--- src/rtl/led_sbox_layer_serial.sv ---
// Serialised masked S-box layer for LED: streams each nibble of every share
// through an external fixed-latency masked S-box core and reassembles shares.
module led_sbox_layer_serial #(
   parameter int NIBBLES  = 16,
   parameter int SHARES   = 3,
   parameter int CORE_LAT = 3,
   parameter int RND_W    = 26
) (
   input  logic                          clk,
   input  logic                          rst,
   input  logic                          in_valid,
   output logic                          in_ready,
   input  logic [SHARES*4*NIBBLES-1:0]   in_state,
   input  logic                          rnd_valid,
   output logic                          rnd_ready,
   input  logic [RND_W-1:0]              rnd_in,
   output logic [SHARES*4-1:0]           core_din,
   output logic [RND_W-1:0]              core_rnd,
   input  logic [SHARES*4-1:0]           core_dout,
   output logic                          out_valid,
   input  logic                          out_ready,
   output logic [SHARES*4*NIBBLES-1:0]   out_state
);

   localparam int SW = 4 * NIBBLES;
   localparam int CW = $clog2(NIBBLES + 1);
   localparam logic [CW-1:0] C_LAST = CW'(NIBBLES);
   localparam logic [CW-1:0] C_PEN  = CW'(NIBBLES - 1);

   typedef enum logic [1:0] {S_IDLE, S_FEED, S_DRAIN, S_DONE} state_t;

   state_t              r_state;
   state_t              w_next;
   logic [SW-1:0]       r_share [SHARES];
   logic [SW-1:0]       r_out   [SHARES];
   logic [CW-1:0]       r_issue_cnt;
   logic [CW-1:0]       r_cap_cnt;
   logic [CORE_LAT-1:0] r_vpipe;
   logic                w_issue;
   logic                w_cap;
   logic                w_last_cap;
   logic                w_accept;
   logic                w_release;

   // a nibble goes to the core only when fresh randomness is present
   assign w_issue    = (r_state == S_FEED) & rnd_valid & (r_issue_cnt < C_LAST);
   assign w_cap      = r_vpipe[CORE_LAT-1];
   assign w_last_cap = w_cap & (r_cap_cnt == C_PEN);
   assign w_accept   = (r_state == S_IDLE) & in_valid;
   assign w_release  = (r_state == S_DONE) & out_ready;

   // state register
   always_ff @(posedge clk) begin
      if (rst) r_state <= S_IDLE;
      else     r_state <= w_next;
   end

   // next-state logic; last capture may land while still in FEED for short latencies
   always_comb begin
      w_next = r_state;
      unique case (r_state)
         S_IDLE:  if (in_valid) w_next = S_FEED;
         S_FEED: begin
            if (w_last_cap)                 w_next = S_DONE;
            else if (r_issue_cnt == C_LAST) w_next = S_DRAIN;
         end
         S_DRAIN: if (w_last_cap || r_cap_cnt == C_LAST) w_next = S_DONE;
         S_DONE:  if (out_ready) w_next = S_IDLE;
         default: w_next = S_IDLE;
      endcase
   end

   // outputs; core inputs are forced to zero outside issue cycles so no share residue leaks
   always_comb begin
      in_ready  = (r_state == S_IDLE);
      out_valid = (r_state == S_DONE);
      rnd_ready = w_issue;
      core_rnd  = w_issue ? rnd_in : '0;
      core_din  = '0;
      out_state = '0;
      for (int s = 0; s < SHARES; s++) begin
         if (w_issue) core_din[4*s +: 4] = r_share[s][{r_issue_cnt, 2'b00} +: 4];
         out_state[s*SW +: SW] = r_out[s];
      end
   end

   // datapath: share capture, issue/capture counters, in-flight valid pipe
   always_ff @(posedge clk) begin
      if (rst) begin
         for (int s = 0; s < SHARES; s++) begin
            r_share[s] <= '0;
            r_out[s]   <= '0;
         end
         r_issue_cnt <= '0;
         r_cap_cnt   <= '0;
         r_vpipe     <= '0;
      end else begin
         r_vpipe <= (r_vpipe << 1) | CORE_LAT'(w_issue);
         if (w_accept) begin
            for (int s = 0; s < SHARES; s++) r_share[s] <= in_state[s*SW +: SW];
            r_issue_cnt <= '0;
            r_cap_cnt   <= '0;
         end
         if (w_issue) r_issue_cnt <= r_issue_cnt + 1'b1;
         if (w_cap) begin
            for (int s = 0; s < SHARES; s++)
               r_out[s][{r_cap_cnt, 2'b00} +: 4] <= core_dout[4*s +: 4];
            r_cap_cnt <= r_cap_cnt + 1'b1;
         end
         if (w_release) begin
            for (int s = 0; s < SHARES; s++) begin
               r_share[s] <= '0;
               r_out[s]   <= '0;
            end
         end
      end
   end

endmodule
--- config.mk ---
export PLATFORM = sky130hd
export DESIGN_NAME = led_sbox_layer_serial
export DESIGN_NICKNAME = d
export VERILOG_FILES = /design/src/rtl/led_sbox_layer_serial.sv
export SDC_FILE = /design/constraint.sdc
export NUM_CORES = 1
export LEC_CHECK = 0
export CORE_MARGIN = 5
export CORE_UTILIZATION = 44
export CTS_CLUSTER_SIZE = 8
export DETAILED_ROUTE_END_ITERATION = 8
export PLACE_DENSITY_LB_ADDON = 0.08
export SLEW_MARGIN = 20
export SYNTH_ARGS = -nofsm -noshare
export SYNTH_HDL_FRONTEND = slang
export SYNTH_SLANG_ARGS = --single-unit
--- constraint.sdc ---
create_clock -name clk -period 6.68 [get_ports clk]
set_input_delay 1.336 -clock clk [delete_from_list [all_inputs] [get_ports clk]]
set_output_delay 1.336 -clock clk [all_outputs]
set_load 0.01 [all_outputs]
==> flow_summary.json, run 1 <==
{
  "powerDensity_nw_per_um2": 279.9,
  "p_leak_nw": 8.431,
  "p_int_mw": 4.958,
  "dpl_cell_area_um2": 21850,
  "antenna_left": 0,
  "switchingPower_mw": 1.583,
  "finalInstanceArea_um2": 23370,
  "core_area_um2": 37760,
  "clock_tree.root_cell": "clkbuf_16",
  "synth.distinct_cells": 69,
  "pwr-share-clk_pct": 37.8,
  "grt_pass1_vias": 12780,
  "grt_pass1_wl_mm": 77.90,
  "cp_data_required_time_ns": 5.34,
  "place_worst_setup_slack_ns": 1.926,
  "place_inst": 2299,
  "cts_sinks": 399,
  "seq_area_frac_synth_pct": 58.74,
  "switching_share_pct": 24.20,
  "synth_area_leaders": "edfxtp_1 (34%), dfxtp_1 (25%), and2_1 (8.7%), mux4_2 (8.0%), nand2_1 (2.7%)",
  "max_freq_mhz": 202.1,
  "numCtsBuffers": 55,
  "htree_num_levels": 2,
  "synth_edf_count": 192,
  "layout-drive-gt1-share_pct": 9.130,
  "rr_worst_depth": 7,
  "skew_ns": 0.02891,
  "sequentialPowerShare_pct": 47.4,
  "mostFrequentLayoutCells": "clkdlybuf4s50_1 (467), and2_1 (234), dfxtp_1 (205)",
  "drt-pass1-iter-count": 5,
  "cts.path.max_buffers": 3,
  "fin_tns_setup_ns": 0,
  "port_buffers": 467,
  "syn_avg_cell_area_um2": 11.81,
  "start_util_pct": 44.68,
  "final_util_pct": 61.89,
  "synthCells": 1429,
  "status": "finished clean",
  "setup_slack_ns": 1.733,
  "whs_ns": 0.4167,
  "slew_viol_final": 0,
  "crit_path_start_kind": "flop",
  "rsz0062_at_grt": "no",
  "holdPathStages": 1,
  "synth-async-reset-ratio_pct": 0,
  "yosysTopAreaCellShare_pct": 34.18,
  "drcViolationCount": 0,
  "overflow": 0,
  "antenna_found_initial": 7,
  "synthesis.area_um2": 16870,
  "post-route-period-util_pct": 74.05,
  "fin_cells": 2377,
  "combPwrFrac_pct": 14.7,
  "synth_nets": 1674,
  "relSlewSlack_pct": 26.80,
  "setup_viol": 0,
  "dieArea_um2": 42360,
  "cp_max_fo": 41,
  "grtUsageTotal_pct": 24.04,
  "layout-area-overhead-vs-synth_pct": 38.51,
  "row_count": 71,
  "mostFrequentLayoutCell": "clkdlybuf4s50_1",
  "post_cts_buffers": 0,
  "yosys_warnings": 0,
  "layout.nets": 2090,
  "drv_cap": 0,
  "criticalPathCategory": "reg2out",
  "ys_ff_latch": 399,
  "vdd_ir_drop_max_v": 0.0002020,
  "total_power_mw": 6.541,
  "yosys.area.top_type": "edfxtp_1",
  "cts_tree": "yes",
  "critPathCaptureType": "output pin",
  "gp_congestion": 0.8869,
  "ctsHoldBuffers": 0,
  "drt-initial-drc-count": 1028,
  "die_y_um": 205.8,
  "period_needed_ns": 4.947,
  "cts_resized": 0,
  "ios": 468,
  "synth_ff_type": "dfxtp_1",
  "min_path_type": "reg2reg",
  "routedWlPerCell_um": 22.14,
  "clkLatencyLatePin_ns": 0.60,
  "fillers": 2992,
  "tightest_slew_ns": 1.093,
  "die_x_um": 205.8,
  "hold_violations": 0,
  "arrival_ns": 3.61,
  "dr_total_vias": 12950,
  "drt-total-wl_mm": 52.63,
  "clk_pin_slew_ns": 0.05,
  "grt_max_degree": 141,
  "post-dp-hpwl_mm": 37.79,
  "vias_per_cell": 5.447
}
[synth_stat cells (6+ instances only)]
cell type / n
buf_1: 6
o31ai_1: 12
a32oi_1: 31
buf_2: 18
nor2_1: 94
o211ai_1: 15
o21ai_0: 32
nand4_1: 7
a22oi_1: 17
clkbuf_1: 98
a31oi_1: 10
edfxtp_1: 192
and3_1: 19
nand2_1: 120
a21oi_1: 59
o21ai_2: 10
a22o_1: 46
dfxtp_1: 207
and2_1: 234
inv_1: 12
nand3_1: 38
mux4_2: 60
ha_1: 10
[path summary, 6_finish.rpt]
kind	start	slack (ns)	end
hold reg to reg	r_vpipe[0]	0.42	r_vpipe[1]
setup / recovery	r_issue_cnt[0]	1.73	core_din[5]
setup reg to reg	r_cap_cnt[0]	1.88	r_out[0][52]
hold / removal	r_vpipe[0]	0.42	r_vpipe[1]
[power by group through the flow]
stage / Clock [mW] / Sequential, mW / Combinational, mW
6_report: 2.47 / 3.10 / 0.964
5_1_grt: 2.63 / 3.14 / 1.05
4_1_cts: 2.52 / 3.11 / 0.976
3_5_place_dp: 0 / 3.15 / 0.973
3_3_place_gp: 0 / 3.13 / 0.959
2_1_floorplan: 0 / 3.12 / 0.609
[logic make-up (layout without fill, tap and decap cells)]
family | after synthesis | after routing | share of synthesized area (%)
compound gates | 266 | 266 | 11.50
xor+xnor | 3 | 3 | 0.2003
fa+ha+maj | 10 | 10 | 0.7417
buf+inv | 139 | 572 | 3.367
flops | 399 | 399 | 58.74
mux | 63 | 63 | 8.196
other cells | 0 | 4 | 0
simple gates | 549 | 549 | 17.25
[worst max-delay path: stages, from the launching register on]
cell and delay [ns]:
dfxtp_4 0.88, buf_4 0.41, mux4_2 0.54, mux4_2 0.50, and2_1 0.18, clkdlybuf4s50_1 0.48
[routing by layer]
layer / routed length (um) / part of all wire [%] / global-route usage [%] / up-vias
li1: - / - / - / 6002
met1: 21680 / 41 / 32.05 / 6314
met2: 24740 / 47 / 38.41 / 548
met3: 4932 / 9.4 / 6.887 / 77
met4: 1243 / 2.4 / 7.367 / 6
met5: 34 / 0.065 / 0 / -
[cell type report]
cell class	instances	area, um2	area share [%]
Sequential cell	399	9915	42.43
Antenna cell	4	10.01	0.04284
Timing Repair Buffer	485	4835	20.69
Inverter	13	48.80	0.2088
Multi-Input combinational cell	891	6430	27.52
Clock buffer	71	1436	6.147
Clock inverter	3	52.55	0.2249
Tap cell	511	639.4	2.736
[registers in the layout, summed over array words and instances (netlist names)]
| signal | cells |
|---|---|
| r_cap_cnt | 5 |
| r_issue_cnt | 5 |
| r_state | 2 |
| r_share | 192 |
| r_out | 192 |
| r_vpipe | 3 |
No activity file was read; power rests on OpenSTA's default activity.
==> run 2, diff against run 1 <==
clock period = 4.1 ns   (was 6.68 ns; I/O delays follow)
==> flow_summary.json, run 2 (synthesis results as in run 1) <==
{
  "dr_total_vias": 12960,
  "cts_resized": 0,
  "drt-pass1-iter-count": 5,
  "cts_sinks": 399,
  "grtUsageTotal_pct": 24.03,
  "gp_congestion": 0.8762,
  "fin_tns_setup_ns": 0,
  "finalInstanceArea_um2": 23650,
  "grt_max_degree": 193,
  "die_x_um": 205.8,
  "critPathCaptureType": "output pin",
  "drcViolationCount": 0,
  "setup_viol": 0,
  "skew_ns": 0.01721,
  "drt-initial-drc-count": 944,
  "post-dp-hpwl_mm": 37.91,
  "mostFrequentLayoutCell": "clkdlybuf4s50_1",
  "total_power_mw": 10.80,
  "crit_path_start_kind": "flop",
  "clkLatencyLatePin_ns": 0.59,
  "relSlewSlack_pct": 27.79,
  "cts.path.max_buffers": 3,
  "start_util_pct": 44.68,
  "antenna_found_initial": 5,
  "tightest_slew_ns": 1.078,
  "vias_per_cell": 5.392,
  "period_needed_ns": 3.926,
  "layout-drive-gt1-share_pct": 10.53,
  "grt_pass1_wl_mm": 77.91,
  "mostFrequentLayoutCells": "clkdlybuf4s50_1 (467), and2_1 (234), dfxtp_1 (205)",
  "max_freq_mhz": 254.7,
  "cpMaxStageDelayCell": "dfxtp_2",
  "grt_pass1_vias": 12860,
  "port_buffers": 467,
  "clock_tree.root_cell": "clkbuf_16",
  "post-route-period-util_pct": 95.76,
  "hold_violations": 0,
  "antenna_left": 0,
  "reg_top3": "r_out: 192 flops, r_share: 192 flops",
  "dieArea_um2": 42360,
  "drv_cap": 0,
  "layout-area-overhead-vs-synth_pct": 40.20,
  "die_y_um": 205.8,
  "dpl_cell_area_um2": 22070,
  "ios": 468,
  "cp_max_fo": 21,
  "min_path_type": "reg2reg",
  "path_cells": "buf_4 -> mux4_2 -> mux4_2 -> and2_1 -> clkdlybuf4s50_1",
  "routedWlPerCell_um": 21.82,
  "drt-total-wl_mm": 52.47,
  "crit_top_cell": "mux4_2",
  "vdd_ir_drop_max_v": 0.0003455,
  "slew_viol_final": 0,
  "criticalPathCategory": "reg2out",
  "slowest_delay_ns": 0.70,
  "cp_data_required_time_ns": 3.28,
  "overflow": 0,
  "status": "finished clean",
  "cts_tree": "yes",
  "core_area_um2": 37760,
  "p_leak_nw": 8.586,
  "clk_pin_slew_ns": 0.05,
  "row_count": 71,
  "rsz0062_at_grt": "no",
  "arrival_ns": 3.11,
  "htree_num_levels": 2,
  "layout.nets": 2115,
  "powerDensity_nw_per_um2": 456.5,
  "numCtsBuffers": 56
}
## run 2: changes by cell type in the layout (fill, tap and decap cells not counted), moves of 2 or more
cell and delta:
clkbuf_16 +2, buf_4 +20, inv_6 +2, clkinv_8 -2, buf_12 +4, clkbuf_8 +2
## run 2: worst paths after layout
kind,start,endpoint,slack (ns),depth (start not counted)
min reg2reg,r_vpipe[0],r_vpipe[1],0.45,1
max,r_issue_cnt[1],core_din[4],0.17,5
max reg2reg,r_cap_cnt[1],r_out[0][190],0.48,10
min,r_vpipe[0],r_vpipe[1],0.45,1
## run 2: metal layers
| metal | up-vias | track usage (%) | part of all wire, % |
|---|---|---|---|
| li1 | 6061 | - | - |
| met1 | 6257 | 33.14 | 43 |
| met2 | 556 | 37.46 | 46 |
| met3 | 86 | 5.753 | 8.8 |
| met4 | 2 | 8.317 | 2.5 |
| met5 | - | 0 | 0.038 |
## run 2: timing repair
action / in CTS / in global routing
setup endpoints to repair: 0 / 2
hold buffers: 0 / 0
setup buffers: 0 / 4
## run 2: stage by stage
step	utilization, %	setup slack [ns]	cells	hold WS (ns)
6_report	62.64	0.1740	2404	0.4478
5_1_grt	62.64	0.05451	2404	0.4687
4_1_cts	62.52	0.04945	2396	0.4502
3_5_place_dp	58.46	0.5438	2319	0.4287
3_3_place_gp	58.44	0.5489	2319	0.4320
2_1_floorplan	-	0.8121	1429	0.4138
## run 2: cell type report
type / instances / area, um2
tap: 511 / 639.4
multi-input combinational: 891 / 6439
clock buffer: 74 / 1510
sequential: 399 / 9915
clock inverter: 3 / 25.02
inverter: 13 / 48.80
fill: 3025 / 14100
timing repair buffer: 509 / 5065
antenna: 4 / 10.01
## run 2: where the power goes
group / total, mW / internal (mW) / switching (mW) / leakage, nW
registers: 5.01 / 4.86 / 0.152 / 3.74
logic: 1.67 / 0.850 / 0.816 / 4.10
clock network: 4.12 / 2.51 / 1.61 / 0.744
## run 2: critical path, delay by kind of cell (launching register included)
| kind | cells | cell delay, ns |
|---|---|---|
| AND/OR/NAND/NOR | 1 | 0.20 |
| buffers and inverters | 2 | 0.80 |
| flip-flops | 1 | 0.70 |
| multiplexers | 2 | 0.81 |
==> run 3, diff against run 2 <==
GPL_TIMING_DRIVEN = 0   (was default)
==> flow_summary.json, run 3 (synthesis results as in run 1) <==
{
  "rsz0062_at_grt": "no",
  "drt-total-wl_mm": 56.94,
  "skew_ns": 0.02809,
  "mostFrequentLayoutCells": "clkdlybuf4s50_1 (457), and2_1 (234), dfxtp_1 (206)",
  "powerDensity_nw_per_um2": 457.1,
  "core_area_um2": 37760,
  "relSlewSlack_pct": 36.32,
  "grt_max_degree": 100,
  "ios": 468,
  "overflow": 0,
  "cp_data_required_time_ns": 3.28,
  "row_count": 71,
  "rr_endpoint": "r_out[0][189]",
  "min_path_type": "reg2reg",
  "critPathCaptureType": "output pin",
  "crit_top_cell": "mux4_2",
  "clkLatencyLatePin_ns": 0.60,
  "grtUsageTotal_pct": 26.08,
  "layout-drive-gt1-share_pct": 9.331,
  "status": "finished clean",
  "routedWlPerCell_um": 22.84,
  "layout-area-overhead-vs-synth_pct": 40.83,
  "vias_per_cell": 5.467,
  "post-dp-hpwl_mm": 42.81,
  "path_buf_inv": 3,
  "clock_tree.root_cell": "clkbuf_16",
  "drt-initial-drc-count": 1119,
  "die_y_um": 205.8,
  "hold_violations": 0,
  "antenna_found_initial": 12,
  "post-route-period-util_pct": 96.42,
  "arrival_ns": 3.13,
  "final_util_pct": 62.93,
  "cts.path.max_buffers": 3,
  "rr_worst_depth": 14,
  "setup_viol": 0,
  "port_buffers": 457,
  "worstHoldEndpoint": "r_vpipe[1]",
  "crit_family": "multiplexers",
  "reg_top3": "r_out: 192 flops, r_share: 192 flops",
  "path_cells": "clkbuf_4 -> buf_6 -> mux4_2 -> mux4_2 -> and2_1 -> clkdlybuf4s50_1",
  "cts_tree": "yes",
  "reg2reg_slack_ns": 0.28,
  "period_needed_ns": 3.953,
  "crit_path_start_kind": "flop",
  "clk_pin_slew_ns": 0.05,
  "die_x_um": 205.8,
  "mostFrequentLayoutCell": "clkdlybuf4s50_1",
  "gp_congestion": 0.9516,
  "slew_viol_final": 0,
  "vdd_ir_drop_max_v": 0.0003257,
  "total_power_mw": 10.86,
  "grt_pass1_wl_mm": 83.55,
  "hold_start": "r_vpipe[0]",
  "cpMaxStageDelayCell": "mux4_2",
  "grt_pass1_vias": 13800,
  "holdPathStages": 1,
  "fin_tns_setup_ns": 0,
  "dr_total_vias": 13630,
  "drv_cap": 0,
  "p_leak_nw": 8.589,
  "start_util_pct": 44.68,
  "numCtsBuffers": 55,
  "regToRegStartpoint": "r_cap_cnt[1]",
  "cts_sinks": 399,
  "layout.nets": 2190,
  "slowest_delay_ns": 0.58,
  "cp_max_fo": 10,
  "ctsHoldBuffers": 0,
  "antenna_left": 0,
  "tightest_slew_ns": 0.9517,
  "htree_num_levels": 2,
  "drcViolationCount": 0,
  "criticalPathCategory": "reg2out",
  "dieArea_um2": 42360,
  "max_freq_mhz": 253.0,
  "drt-pass1-iter-count": 6
}
==> run 3: cell count changes in the layout (fill, tap and decap cells not counted), moves of 3 or more <==
cell             change
buf_1                +4
buf_12               -6
buf_2               +14
buf_4               -34
buf_6                +6
clkbuf_1           +100
clkbuf_2             +7
clkdlybuf4s50_1     -10
diode_2              +6
nor2_1               +3
==> run 3: timing repair <==
| item | CTS | global route |
|---|---|---|
| setup buffers | 0 | 2 |
| setup endpoints to repair | 13 | 41 |
| resized for setup | 21 | 11 |
| cloned | 0 | 0 |
| pin swaps | 0 | 1 |
==> run 3: worst max-delay path by stage <==
stage | from | endpoint | slack [ns] | cells after the start
after floorplan | r_cap_cnt[1] | r_out[0][189] | 0.81 | 16
after global placement | rst | r_share[0][90] | -0.68 | 5
after detailed placement | rnd_valid | core_din[4] | -0.28 | 8
after CTS | r_issue_cnt[0] | core_din[4] | -0.009 | 6
after global routing | r_issue_cnt[1] | core_din[4] | 0.04 | 6
final | r_issue_cnt[0] | core_din[3] | 0.15 | 6
==> run 3: metrics by stage <==
step | hold WS (ns) | setup WS (ns) | instance area [um2] | instances
global placement | 0.4330 | -0.6777 | 22090 | 2397
floorplan | 0.4138 | 0.8121 | 16880 | 1429
CTS | 0.4329 | -0.008689 | 23690 | 2481
detailed placement | 0.4288 | -0.2772 | 22130 | 2398
finish | 0.4247 | 0.1468 | 23760 | 2493
global route | 0.4617 | 0.03931 | 23760 | 2492
==> run 3: where the power goes <==
part           switching, mW  leakage, nW  internal (mW)
registers              0.140         3.74           4.86
clock network           1.65        0.732           2.47
logic                  0.893         4.11          0.843
==> run 3: cell type report <==
cell class / count / area, um2
Antenna cell: 10 / 25.02
Clock buffer: 82 / 1499
Timing Repair Buffer: 460 / 4617
Sequential cell: 399 / 9911
Clock inverter: 2 / 25.02
Tap cell: 511 / 639.4
Fill cell: 3113 / 14000
Buffer: 125 / 578.1
Multi-Input combinational cell: 891 / 6415
Inverter: 13 / 48.80
==> run 3: layer usage <==
metal / part of all wire (%) / global-route usage, % / wire length [um] / vias up
met3: 9.9 / 7.928 / 5620 / 124
li1: - / - / - / 6229
met5: 0.081 / 0 / 46 / -
met4: 3.0 / 8.888 / 1727 / 6
met2: 46 / 41.31 / 26200 / 626
met1: 41 / 34.39 / 23340 / 6643
